**src/rtl/transpose_sched_pkg.sv**
```systemverilog
// Shared types for the transpose scheduler: FSM states and the in-flight tracking entry.
// No logic. The entry is sized by the package widths, so the top must use matching NUM_REQ/TAG_W.
package transpose_sched_pkg;

    localparam int SCHED_NUM_REQ = 4;
    localparam int SCHED_TAG_W   = 8;
    localparam int REQ_W         = $clog2(SCHED_NUM_REQ);

    typedef enum logic [1:0] {
        RUN    = 2'd0,
        DRAIN  = 2'd1,
        PAUSED = 2'd2
    } sched_state_t;

    typedef struct packed {
        logic                   valid;
        logic [REQ_W-1:0]       id;
        logic [SCHED_TAG_W-1:0] tag;
        logic                   transposed;
    } pipe_entry_t;

endpackage

```
**src/rtl/transpose_scheduler_rr_arbiter.sv**
```systemverilog
// Round-robin arbiter: searches from pointer+1, pointer moves to the winner on advance.
// Latency: combinational grant, pointer updates on the clock after advance.
// Backpressure: none; the caller gates the grant and only asserts advance on a real issue.
module rr_arbiter #(
    parameter int NUM_REQ = 4,
    localparam int W = $clog2(NUM_REQ)
) (
    input  logic               clk,
    input  logic               rst,
    input  logic [NUM_REQ-1:0] req,
    input  logic               advance,
    output logic [NUM_REQ-1:0] grant,
    output logic [W-1:0]       index,
    output logic               found
);

    logic [W-1:0] ptr;
    logic [W-1:0] cand;

    always_comb begin
        grant = '0;
        index = '0;
        found = 1'b0;
        cand  = '0;
        for (int k = 1; k <= NUM_REQ; k++) begin
            cand = W'((int'(ptr) + k) % NUM_REQ);
            if (!found && req[cand]) begin
                found = 1'b1;
                index = cand;
            end
        end
        if (found) begin
            grant[index] = 1'b1;
        end
    end

    // Reset to the last slot so requester 0 is searched first.
    always_ff @(posedge clk) begin
        if (rst) begin
            ptr <= W'(NUM_REQ - 1);
        end else if (advance) begin
            ptr <= index;
        end
    end

endmodule

```
**src/rtl/transpose_scheduler.sv**
```systemverilog
// Shares one transpose datapath between requesters; optional perf counters under TRANSPOSE_SCHED_PERF_EN.
// Latency: grant/issue combinational, result tracking returns id/tag DP_LATENCY cycles after issue.
// Backpressure: results cannot stall, so issue is gated by downstream credits and by pause/drain.
module transpose_scheduler
    import transpose_sched_pkg::*;
#(
    parameter int NUM_REQ    = SCHED_NUM_REQ,
    parameter int TAG_W      = SCHED_TAG_W,
    parameter int DP_LATENCY = 1,
    parameter int CREDITS    = 4
) (
    input  logic                       clk,
    input  logic                       rst,
    input  logic [NUM_REQ-1:0]         req_val,
    input  logic [NUM_REQ-1:0]         req_transpose,
    input  logic [NUM_REQ*TAG_W-1:0]   req_tag,
    output logic [NUM_REQ-1:0]         req_rdy,
    output logic [$clog2(NUM_REQ)-1:0] dp_sel,
    output logic                       dp_ctrl,
    output logic                       dp_in_val,
    input  logic                       dp_out_val,
    output logic                       resp_val,
    output logic [$clog2(NUM_REQ)-1:0] resp_id,
    output logic [TAG_W-1:0]           resp_tag,
    output logic                       resp_transposed,
    input  logic                       credit_ret,
    input  logic                       pause,
    output logic                       pause_ack,
    output logic                       busy,
    output logic [31:0]                perf_issue_cnt,
    output logic [31:0]                perf_stall_cnt
);

    localparam int SW = $clog2(NUM_REQ);
    localparam int CW = $clog2(CREDITS + 1);

    sched_state_t          state_q, state_d;
    logic [CW-1:0]         credits;
    pipe_entry_t           pipe [DP_LATENCY];
    pipe_entry_t           new_entry;
    logic [DP_LATENCY-1:0] vld_vec;
    logic [NUM_REQ-1:0]    grant;
    logic [SW-1:0]         win;
    logic                  found;
    logic                  can_issue;
    logic                  issue;
    logic [SW-1:0]         sel_q;

    rr_arbiter #(.NUM_REQ(NUM_REQ)) u_arb (
        .clk     (clk),
        .rst     (rst),
        .req     (req_val),
        .advance (issue),
        .grant   (grant),
        .index   (win),
        .found   (found)
    );

    // dp_ctrl outranks rst inside the datapath, so every issue path is gated by !rst here.
    assign can_issue = !rst && (state_q == RUN) && (credits != '0);
    assign issue     = can_issue && found;
    assign req_rdy   = can_issue ? grant : '0;
    assign dp_in_val = issue;
    assign dp_ctrl   = issue && req_transpose[win];
    assign dp_sel    = issue ? win : sel_q;

    always_ff @(posedge clk) begin
        if (rst) begin
            sel_q <= '0;
        end else if (issue) begin
            sel_q <= win;
        end
    end

    always_comb begin
        new_entry = '0;
        if (issue) begin
            new_entry.valid      = 1'b1;
            new_entry.id         = win;
            new_entry.tag        = req_tag[win*TAG_W +: TAG_W];
            new_entry.transposed = req_transpose[win];
        end
    end

    always_ff @(posedge clk) begin
        if (rst) begin
            for (int s = 0; s < DP_LATENCY; s++) begin
                pipe[s] <= '0;
            end
        end else begin
            pipe[0] <= new_entry;
            for (int s = 1; s < DP_LATENCY; s++) begin
                pipe[s] <= pipe[s-1];
            end
        end
    end

    always_comb begin
        vld_vec = '0;
        for (int s = 0; s < DP_LATENCY; s++) begin
            vld_vec[s] = pipe[s].valid;
        end
    end

    assign busy            = |vld_vec;
    // A result landing in a reset cycle belongs to a discarded op.
    assign resp_val        = pipe[DP_LATENCY-1].valid && !rst;
    assign resp_id         = pipe[DP_LATENCY-1].id;
    assign resp_tag        = pipe[DP_LATENCY-1].tag;
    assign resp_transposed = pipe[DP_LATENCY-1].transposed;

    // Simultaneous issue and return cancel out; returns beyond the pool size are dropped.
    always_ff @(posedge clk) begin
        if (rst) begin
            credits <= CW'(CREDITS);
        end else if (issue && !credit_ret) begin
            credits <= credits - CW'(1);
        end else if (credit_ret && !issue && (credits != CW'(CREDITS))) begin
            credits <= credits + CW'(1);
        end
    end

    always_ff @(posedge clk) begin
        if (rst) begin
            state_q <= RUN;
        end else begin
            state_q <= state_d;
        end
    end

    always_comb begin
        state_d = state_q;
        unique case (state_q)
            RUN:     if (pause) state_d = DRAIN;
            DRAIN:   if (!pause) state_d = RUN;
                     else if (!busy) state_d = PAUSED;
            PAUSED:  if (!pause) state_d = RUN;
            default: state_d = RUN;
        endcase
    end

    assign pause_ack = (state_q == PAUSED);

`ifdef TRANSPOSE_SCHED_PERF_EN
    always_ff @(posedge clk) begin
        if (rst) begin
            perf_issue_cnt <= '0;
            perf_stall_cnt <= '0;
        end else begin
            if (issue) begin
                perf_issue_cnt <= perf_issue_cnt + 32'd1;
            end
            if ((|req_val) && !issue) begin
                perf_stall_cnt <= perf_stall_cnt + 32'd1;
            end
        end
    end
`else
    assign perf_issue_cnt = '0;
    assign perf_stall_cnt = '0;
`endif

    // The tracking pipe and the datapath must stay in lockstep.
    assert property (@(posedge clk) disable iff (rst) resp_val == dp_out_val);

endmodule

```
**config.mk**
```make
export PLATFORM = sky130hd
export DESIGN_NAME = transpose_scheduler
export DESIGN_NICKNAME = d
export VERILOG_FILES = /design/src/rtl/transpose_sched_pkg.sv /design/src/rtl/transpose_scheduler_rr_arbiter.sv /design/src/rtl/transpose_scheduler.sv
export SDC_FILE = /design/constraint.sdc
export NUM_CORES = 1
export LEC_CHECK = 0
export ABC_AREA = 0
export CORE_MARGIN = 2
export CORE_UTILIZATION = 31
export DETAILED_ROUTE_END_ITERATION = 8
export PLACE_DENSITY_LB_ADDON = 0.1
export SKIP_CTS_REPAIR_TIMING = 1
export SLEW_MARGIN = 20
export SYNTH_ARGS = -nofsm -noshare
export SYNTH_HDL_FRONTEND = slang
export SYNTH_HIERARCHICAL = 1
export SYNTH_SLANG_ARGS = --single-unit
export TNS_END_PERCENT = 30
```
**constraint.sdc**
```tcl
create_clock -name clk -period 2.3 [get_ports clk]
set_input_delay 0.46 -clock clk [delete_from_list [all_inputs] [get_ports clk]]
set_output_delay 0.46 -clock clk [all_outputs]
set_load 0.02 [all_outputs]
```
==> impl_metrics.py <==
metrics = {
    "die": {
        "num_rows": 27,
        "coreArea_mm2": 0.00544,
        "io_pins": 131,
        "die-area_mm2": 0.00619,
        "die_x_um": 78.7,
        "die_h_um": 78.7,
        "initial_utilization": 0.318,
    },
    "outcome": {
        "violations": "setup timing",
        "outcome": "finished, violations left",
    },
    "cells_and_area": {
        "utilization": 0.496,
        "final_area_mm2": 0.00270,
        "antennaDiodeCount": 0,
        "fillers": 527,
        "final_net_count": 342,
        "drive_gt1_frac": 0.295,
        "area_growth_pct": 56.1,
    },
    "timing": {
        "finalSetupTns_ns": -0.682,
        "setup-violations-final": 8,
        "whs_ns": 0.567,
        "fin_crit_sh": 1.13,
        "slew_violations": 0,
        "fin_skew_ns": 0.000908,
        "rsz0062_at_grt": "true",
        "fin_ws_ns": -0.308,
        "hold_viol_final": 0,
        "min_period_ns": 2.61,
        "max_freq_ghz": 0.383,
    },
    "clock_network": {
        "cts_buffer_depth": 2,
        "cts-root-buf": "clkbuf_8",
        "clkTransAtPathRegs_ns": 0.08,
        "clock_latency_ns": 0.26,
        "cts_made_buffers": 3,
        "cts_max_level": 1,
        "cts_tree": "done",
        "cts.sinks": 21,
    },
    "critical_path": {
        "reg2reg_depth": 9,
        "cp_max_fo": 2,
        "cp_cell_sequence": "mux2_4 > a222oi_1 > nand2_1 > mux4_2 > and3_4 > buf_6",
        "cp.required_ns": 1.84,
        "cp-end-kind": "output pin",
        "path_class": "reg2out",
        "slowest_stage": "mux4_2",
        "cpPeakStageDelay_ns": 0.45,
        "worstPathArrival_ns": 2.15,
        "cp-start-kind": "register",
    },
    "power": {
        "p_clk_frac": 0.173,
        "irDropWorstVdd_mv": 0.210,
        "power_frac_seq": 0.297,
        "p_sw_uw": 491,
        "power.internal_uw": 926,
        "power_switching_share": 0.346,
        "p_comb_frac": 0.530,
        "p_per_area_mw_per_mm2": 525,
        "leakagePower_nw": 1.35,
    },
    "synth": {
        "yosysMostFrequentCell": "buf_4",
        "yosys.area.top_type": "buf_4",
        "synth.avg_cell_area_um2": 9.10,
        "synthTopCellsByCount": "64 x buf_4, 21 x dfxtp_1, 12 x and3_1",
        "synth_ff_type": "dfxtp_1",
        "synth_area_mm2": 0.00173,
        "netlist_top_cells_area": "buf_4 28%, dfxtp_1 24%, mux4_2 12%, and3_1 4.3%, and2_1 2.2%",
        "syn-instance-count": 190,
        "synth_top_area_frac": 0.278,
        "synth_edf_count": 0,
        "ys_ff_latch": 21,
        "yosys_warnings": 6,
        "synth_async_sr_flop_share": 0,
        "yosysSeqAreaShare": 0.243,
        "yosys.cell_types.count": 44,
    },
    "global_route": {
        "antenna_found_initial": 0,
        "track_usage": 0.131,
        "grt_pass1_wl_mm": 6.40,
        "overflow": 0,
        "grt_pass1_vias": 1304,
        "grt_max_degree": 13,
    },
    "routing": {
        "viasPerCell": 4.10,
        "drc": 0,
        "detail-route-antenna-nets": 0,
        "vias": 1504,
        "wl_per_cell_um": 11.6,
        "first_iter_violations": 49,
        "dr.pass1.iters": 6,
        "drt-total-wl_mm": 4.26,
    },
    "flow_run": {
        "max_cap_viol_count": 0,
    },
    "place": {
        "io_buffers": 65,
        "place_area_mm2": 0.00246,
        "hpwl_mm": 3.40,
        "gp_congestion": 0.822,
    },
    "worst_hold_path": {
        "holdPathStages": 2,
        "hp-class": "reg2reg",
    },
}
==> power by group through the flow <==
stage / clock, mW / combinational, mW / sequential (mW)
2_1_floorplan: 0 / 0.424 / 0.464
3_3_place_gp: 0 / 0.661 / 0.429
3_5_place_dp: 0 / 0.661 / 0.430
4_1_cts: 0.254 / 0.663 / 0.421
5_1_grt: 0.275 / 0.806 / 0.426
6_report: 0.245 / 0.751 / 0.422
==> metal layers <==
layer / share of wire / track usage / up-vias
li1: - / - / 735
met1: 0.40 / 0.154 / 694
met2: 0.51 / 0.226 / 67
met3: 0.072 / 0.0333 / 8
met4: 0.020 / 0.0544 / 0
met5: 0 / 0 / -
==> path summary, 6_finish.rpt <==
path                                    from    endpoint  slack, ns
worst min register to register    credits[0]  credits[0]       0.57
worst max register to register  u_arb/ptr[1]  pipe[0][8]      -0.03
worst min-delay path              credits[0]  credits[0]       0.57
worst max-delay path            u_arb/ptr[1]     dp_ctrl      -0.31
==> sequential cells by signal, indices dropped and copies added, names as in the netlist <==
signal	count
credits	3
pipe	12
sel_q	2
state_q	2
u_arb/ptr	2
==> metrics by stage <==
stage	power [mW]	cells	setup WS, ns
2_1_floorplan	0.888	253	-0.106
3_3_place_gp	1.09	353	-1.09
3_5_place_dp	1.09	353	-1.14
4_1_cts	1.34	357	-1.15
5_1_grt	1.51	367	-0.394
6_report	1.42	367	-0.308
==> layout make-up <==
| type | instances | area, um^2 | share of cell area |
|---|---|---|---|
| Inverter | 11 | 43.8 | 0.0162 |
| Clock buffer | 3 | 41.3 | 0.0153 |
| Sequential cell | 21 | 422 | 0.156 |
| Clock inverter | 1 | 5.00 | 0.00185 |
| Timing Repair Buffer | 108 | 1030 | 0.383 |
| Tap cell | 72 | 90.1 | 0.0334 |
| Multi-Input combinational cell | 151 | 1060 | 0.394 |
==> cells in the final DEF, fill, tap and decap left out, types with 4 or more instances in the layout <==
cell type	synthesis	routed
conb_1	1	64
clkdlybuf4s50_1	0	52
buf_4	64	32
dfxtp_1	21	20
buf_6	1	15
inv_1	10	10
mux4_2	9	9
nand2_1	7	7
and3_4	0	6
and3_1	12	6
a21oi_1	7	6
dlymetal6s2s_1	0	6
nor2b_1	5	5
and2_1	6	4
==> critical path: cells and delay by family, from the launching register on <==
kind                   cells  cell delay [ns]
AOI/OAI and AO/OA          1             0.32
buffers and inverters      1             0.12
DFF                        1             0.34
muxes                      2             0.76
and+or+nand+nor            2             0.34
==> cell families (layout without fill, tap and decap cells) <==
| kind of cell | after synthesis | after routing | synth area share |
|---|---|---|---|
| compound gates | 27 | 27 | 0.114 |
| buf+inv | 81 | 123 | 0.322 |
| xor+xnor | 1 | 1 | 0.00507 |
| other cells | 1 | 64 | 0.00217 |
| mux | 10 | 10 | 0.126 |
| fa+ha+maj | 1 | 1 | 0.0116 |
| flops | 21 | 21 | 0.243 |
| simple gates | 48 | 48 | 0.176 |
No activity file was read; power rests on OpenSTA's default activity.
